<file path="src/rtl/spi_dac_responder.sv">
// SPI mode-0 responder: captures each chip-select frame in the clk domain, reports the active select,
// and shifts the previous frame back out on Miso for readback.
module spi_dac_responder #(
    parameter int unsigned WIDTH = 24,
    parameter int unsigned NCS   = 4
) (
    input  logic             clk,
    input  logic             rst,
    input  logic             Sck,
    input  logic             Mosi,
    input  logic [NCS-1:0]   nCs,
    output logic             Miso,
    output logic [WIDTH-1:0] FrameData,
    output logic [1:0]       FrameCs,
    output logic             FrameValid,
    output logic             FrameError,
    output logic [15:0]      FrameCount
);

    localparam int unsigned CW = $clog2(WIDTH + 2);

    typedef enum logic [1:0] {IDLE, SHIFT, WAIT} state_t;

    state_t state, state_n;

    logic           sck_s1, sck_s2, sck_d;
    logic           mosi_s1, mosi_s2;
    logic [NCS-1:0] ncs_s1, ncs_s2, ncs_d;
    logic [1:0]     fill;
    logic           armed;

    logic [WIDTH-1:0] shift_reg, shift_n, tx_reg, tx_n, data_n;
    logic [CW-1:0]    bit_cnt, cnt_n;
    logic [1:0]       cur_cs, cur_cs_n, fcs_n;
    logic [15:0]      count_n;
    logic             valid_n, error_n;

    logic           sck_rise, sck_fall, ncs_all_high, ncs_was_high;
    logic [2:0]     low_cnt;
    logic [1:0]     low_idx;
    logic [NCS-1:0] cs_pattern;

    always_ff @(posedge clk or posedge rst) begin
        if (rst) begin
            sck_s1  <= 1'b0;
            sck_s2  <= 1'b0;
            sck_d   <= 1'b0;
            mosi_s1 <= 1'b0;
            mosi_s2 <= 1'b0;
            ncs_s1  <= '1;
            ncs_s2  <= '1;
            ncs_d   <= '1;
            fill    <= '0;
            armed   <= 1'b0;
        end else begin
            sck_s1  <= Sck;
            sck_s2  <= sck_s1;
            sck_d   <= sck_s2;
            mosi_s1 <= Mosi;
            mosi_s2 <= mosi_s1;
            ncs_s1  <= nCs;
            ncs_s2  <= ncs_s1;
            ncs_d   <= ncs_s2;
            if (fill != 2'd3)
                fill <= fill + 2'd1;
            // Only arm once real pin data has reached the edge register and shows all selects high,
            // so a frame already running when reset released is never mistaken for a new select.
            if (fill == 2'd3 && ncs_was_high)
                armed <= 1'b1;
        end
    end

    assign sck_rise     = sck_s2 & ~sck_d;
    assign sck_fall     = ~sck_s2 & sck_d;
    assign ncs_all_high = &ncs_s2;
    assign ncs_was_high = &ncs_d;
    assign cs_pattern   = ~(NCS'(1) << cur_cs);

    always_comb begin
        low_cnt = '0;
        low_idx = '0;
        for (int unsigned i = 0; i < NCS; i++) begin
            if (!ncs_s2[i]) begin
                low_cnt = low_cnt + 3'd1;
                low_idx = 2'(i);
            end
        end
    end

    always_comb begin
        state_n  = state;
        shift_n  = shift_reg;
        cnt_n    = bit_cnt;
        tx_n     = tx_reg;
        cur_cs_n = cur_cs;
        data_n   = FrameData;
        fcs_n    = FrameCs;
        count_n  = FrameCount;
        valid_n  = 1'b0;
        error_n  = 1'b0;
        unique case (state)
            IDLE: begin
                if (armed && ncs_was_high && !ncs_all_high) begin
                    if (low_cnt == 3'd1) begin
                        cur_cs_n = low_idx;
                        shift_n  = '0;
                        cnt_n    = '0;
                        tx_n     = FrameData;
                        state_n  = SHIFT;
                    end else begin
                        error_n = 1'b1;
                        state_n = WAIT;
                    end
                end
            end
            SHIFT: begin
                // End of frame takes priority over an Sck edge seen in the same sample.
                if (ncs_all_high) begin
                    if (bit_cnt == CW'(WIDTH)) begin
                        data_n  = shift_reg;
                        fcs_n   = cur_cs;
                        count_n = FrameCount + 16'd1;
                        valid_n = 1'b1;
                    end else begin
                        error_n = 1'b1;
                    end
                    state_n = IDLE;
                end else if (ncs_s2 != cs_pattern) begin
                    error_n = 1'b1;
                    state_n = WAIT;
                end else begin
                    if (sck_rise) begin
                        shift_n = {shift_reg[WIDTH-2:0], mosi_s2};
                        if (bit_cnt != CW'(WIDTH + 1))
                            cnt_n = bit_cnt + 1'b1;
                    end
                    if (sck_fall)
                        tx_n = {tx_reg[WIDTH-2:0], 1'b0};
                end
            end
            WAIT: begin
                if (ncs_all_high)
                    state_n = IDLE;
            end
            default: state_n = IDLE;
        endcase
    end

    always_ff @(posedge clk or posedge rst) begin
        if (rst) begin
            state      <= IDLE;
            shift_reg  <= '0;
            bit_cnt    <= '0;
            tx_reg     <= '0;
            cur_cs     <= '0;
            FrameData  <= '0;
            FrameCs    <= '0;
            FrameCount <= '0;
            FrameValid <= 1'b0;
            FrameError <= 1'b0;
        end else begin
            state      <= state_n;
            shift_reg  <= shift_n;
            bit_cnt    <= cnt_n;
            tx_reg     <= tx_n;
            cur_cs     <= cur_cs_n;
            FrameData  <= data_n;
            FrameCs    <= fcs_n;
            FrameCount <= count_n;
            FrameValid <= valid_n;
            FrameError <= error_n;
        end
    end

    // Zero fill in tx_reg makes Miso fall to 0 once all WIDTH bits have been shifted out.
    assign Miso = (state == SHIFT) & tx_reg[WIDTH-1];

endmodule

</file>
<file path="config.mk">
export PLATFORM = sky130hd
export DESIGN_NAME = spi_dac_responder
export DESIGN_NICKNAME = d
export VERILOG_FILES = /design/src/rtl/spi_dac_responder.sv
export SDC_FILE = /design/constraint.sdc
export NUM_CORES = 1
export LEC_CHECK = 0
export CORE_MARGIN = 3
export CORE_UTILIZATION = 50
export CTS_BUF_LIST = sky130_fd_sc_hd__clkbuf_16
export DETAILED_ROUTE_END_ITERATION = 8
export PLACE_DENSITY = 0.72
export SKIP_CTS_REPAIR_TIMING = 1
export SLEW_MARGIN = 5
export SYNTH_ARGS = -nofsm -noshare
export SYNTH_HDL_FRONTEND = slang
export SYNTH_SLANG_ARGS = --single-unit
</file>
<file path="constraint.sdc">
create_clock -name clk -period 5.8 [get_ports clk]
set_input_delay 1.16 -clock clk [delete_from_list [all_inputs] [get_ports clk]]
set_output_delay 1.16 -clock clk [all_outputs]
set_load 0.01 [all_outputs]
</file>
==> key figures <==
Setup path
  • R2r endpoint: shift_reg[6]
  • Crit end category: primary output
  • Max stage delay cell, worst path: nor2b_4
  • WP data required: 4.64 ns
  • Critical path cell sequence: nor2b_4 -> buf_4 -> and2_1 -> clkdlybuf4s50_1
  • Reg-to-reg critical path startpoint: ncs_s2[0]
  • Slowest Stage Delay on Critical Path: 0.57 ns
  • FF-to-FF setup slack: 2.33 ns
  • Critical Path Start Type: register
  • CP delay by family, top: buffers and inverters
  • Largest fanout on the critical path: 30
  • Worst r2r path cells: 9
  • Crit path kind: reg -> out
  • WP data arrival: between 2 and 3 ns
  • Buffer and inverter count on the worst path: 2

Synth
  • Post-synth EDFFs: 0
  • Synth top area cells: dfrtp_1 51%, mux2_2 11%, nand2_1 7.4%
  • Share of the yosys chip area belonging to registers: around 57%
  • Share of the synthesized area in the top cell type: between 50% and 60%
  • Top FF cell, synth: dfrtp_1
  • Asr flop ratio synth: 100%
  • Synth cell types: between 40 and 50
  • Cell count after synthesis: between 400 and 500
  • Avg Inst Size Synth: ~12 µm²
  • Synth warn: 0
  • Top cell type by total area after synthesis: dfrtp_1
  • Flops & latches, synth: 121
  • Synthesized net count: ~470
  • Synth Cell Area: roughly 0.0053 mm²

Route
  • Post-route ant nets: 0
  • Routed vias/inst: 5.15
  • DRC Markers: 0
  • Routed via count: around 3400
  • DRT Pass-1 Iters: 4
  • Starting DRT DRC Count: roughly 190
  • Per-cell routed wire length: about 15 µm
  • Detailed Route WL: around 9700 µm

Worst hold path
  • Min-delay src: ncs_s1[2]
  • WHS Endpoint: ncs_s2[2]
  • Hold WC Path Type: reg -> reg
  • Hold path depth: 0

Flow run
  • Max-cap viol count: 0

Floorplanning
  • # rows: 37
  • CORE AREA: 0.0103 mm²
  • Die area: 0.0119 mm²
  • Ports: 53
  • Die H: 109 µm
  • Die W: approximately 110 µm
  • Initial Util: 51.5%

Global routing
  • GR Overflow Total: 0
  • Pin count of the biggest net entering global routing: 94
  • GRT Total Usage: roughly 19%
  • Initial antenna violation count: 0
  • Number of global-route vias before repair: between 3000 and 4000
  • First-pass GRT wire length: 16800 µm

CTS
  • CTS Root Cell: clkbuf_16
  • Number of clock sinks: 121
  • Number of CTS-inserted buffers: 17
  • CTS tree: done
  • Clock transition at the registers of the reported paths: approximately 0.05 ns
  • Worst-Skew Late Latency: 0.41 ns
  • Max Root-Sink Buffers: 2
  • CTS H-Tree Depth: 4

Finish
  • Fillers: slightly above 800
  • Final cell count without fillers: 661
  • Nets: about 530
  • Layout area overhead: 21.6%
  • Most common cell after layout, fill and taps aside: dfrtp_1
  • Layout cells sized above 1: 20.6%
  • Most frequent cells in the layout: 109 x dfrtp_1, 105 x nand2_1, 53 x mux2_2, 52 x clkdlybuf4s50_1, 31 x inv_1
  • Number of diodes: 0

Power and ir drop
  • PD cells: ~290 mW/mm²
  • Worst vdd ir: 196 µV
  • Leak Pwr: 2.99 nW

Timing
  • Final cycle utilization of the critical path: approximately 64%
  • Clock Skew: roughly 0.0069 ns
  • Setup_tns: 0 ns
  • Fmax: around 270 MHz
  • Slew at the pin with the worst max-slew slack: between 1 and 1.5 ns
  • Final setup vio count: 0
  • Final Max Tran Viols: 0
  • Rel. slew slack: between 10% and 20%
  • Minimum clock period: roughly 3.7 ns
  • Unrepaired setup endpoints after global routing: false
  • Final hold vios: 0

Place
  • Final HPWL DP: between 6000 and 7000 µm
  • Dpl cells: between 600 and 700
  • IO Port Bufs: 52
  • Final weighted congestion in routability-driven placement: around 0.76

Run status
  • Status: completed
-- power breakdown --
part	internal, mW	switching (mW)	leakage, nW
clock	0.562	0.364	0.274
sequential	0.862	0.0154	1.62
combinational	0.0238	0.0339	1.10
total	1.45	0.413	2.99
-- synth_stat cells, types with 3 or more instances --
cell type	instances
clkbuf_1	8
nand4_1	5
dfstp_2	12
inv_1	31
nand3_1	6
mux2_2	53
and3_1	5
mux2i_1	25
a22o_1	5
xor2_1	5
o21ai_0	7
nor2_1	4
nor4_1	3
buf_2	6
a21o_1	3
and4_1	3
ha_1	8
dfrtp_1	109
xnor2_1	13
nand4b_1	4
nand2_1	105
-- metrics by stage --
stage	utilization, %	power (mW)	setup WS [ns]	hold slack, ns	cell area, µm²
finish	62.6	1.86	2.07	0.354	6460
global route	62.6	1.94	1.91	0.360	6460
CTS	62.6	1.88	2.03	0.355	6460
detailed placement	57.5	0.951	2.34	0.337	5940
global placement	57.5	0.950	2.40	0.338	5940
floorplan	-	0.930	1.45	0.331	5320
-- how the worst max path moves through the flow --
stage	to	cells after the start	from	slack [ns]
detailed placement	tx_reg[10]	9	ncs_s2[0]	2.34
global placement	tx_reg[19]	9	ncs_s2[0]	2.40
CTS	Miso	4	state[1]	2.03
global route	Miso	4	state[1]	1.91
floorplan	FrameCount[0]	1	rst	1.45
finish	Miso	4	state[1]	2.07
-- layout make-up --
type	instances	area [µm²]	area share, %
inverter	31	119	1.84
timing repair buffer	57	558	8.63
sequential	121	3040	47.1
multi-input combinational	284	2050	31.7
tap	136	170	2.63
clock inverter	14	75.1	1.16
clock buffer	18	450	6.97
-- kinds of logic after synthesis --
logic type	share of synthesized area (%)
fa+ha+maj	1.88
flops	57.3
mux	15.9
buf+inv	4.52
compound gates	3.98
simple gates	13.5
xor+xnor	2.97
-- metal layers --
layer	vias up	global-route usage (%)	routed length, µm
met1	1693	23.7	4380
met3	15	5.74	312
met4	0	8.12	160
met2	50	29.2	4890
met5	-	0	0
li1	1643	-	-
Power figures use the tool's default switching activity.
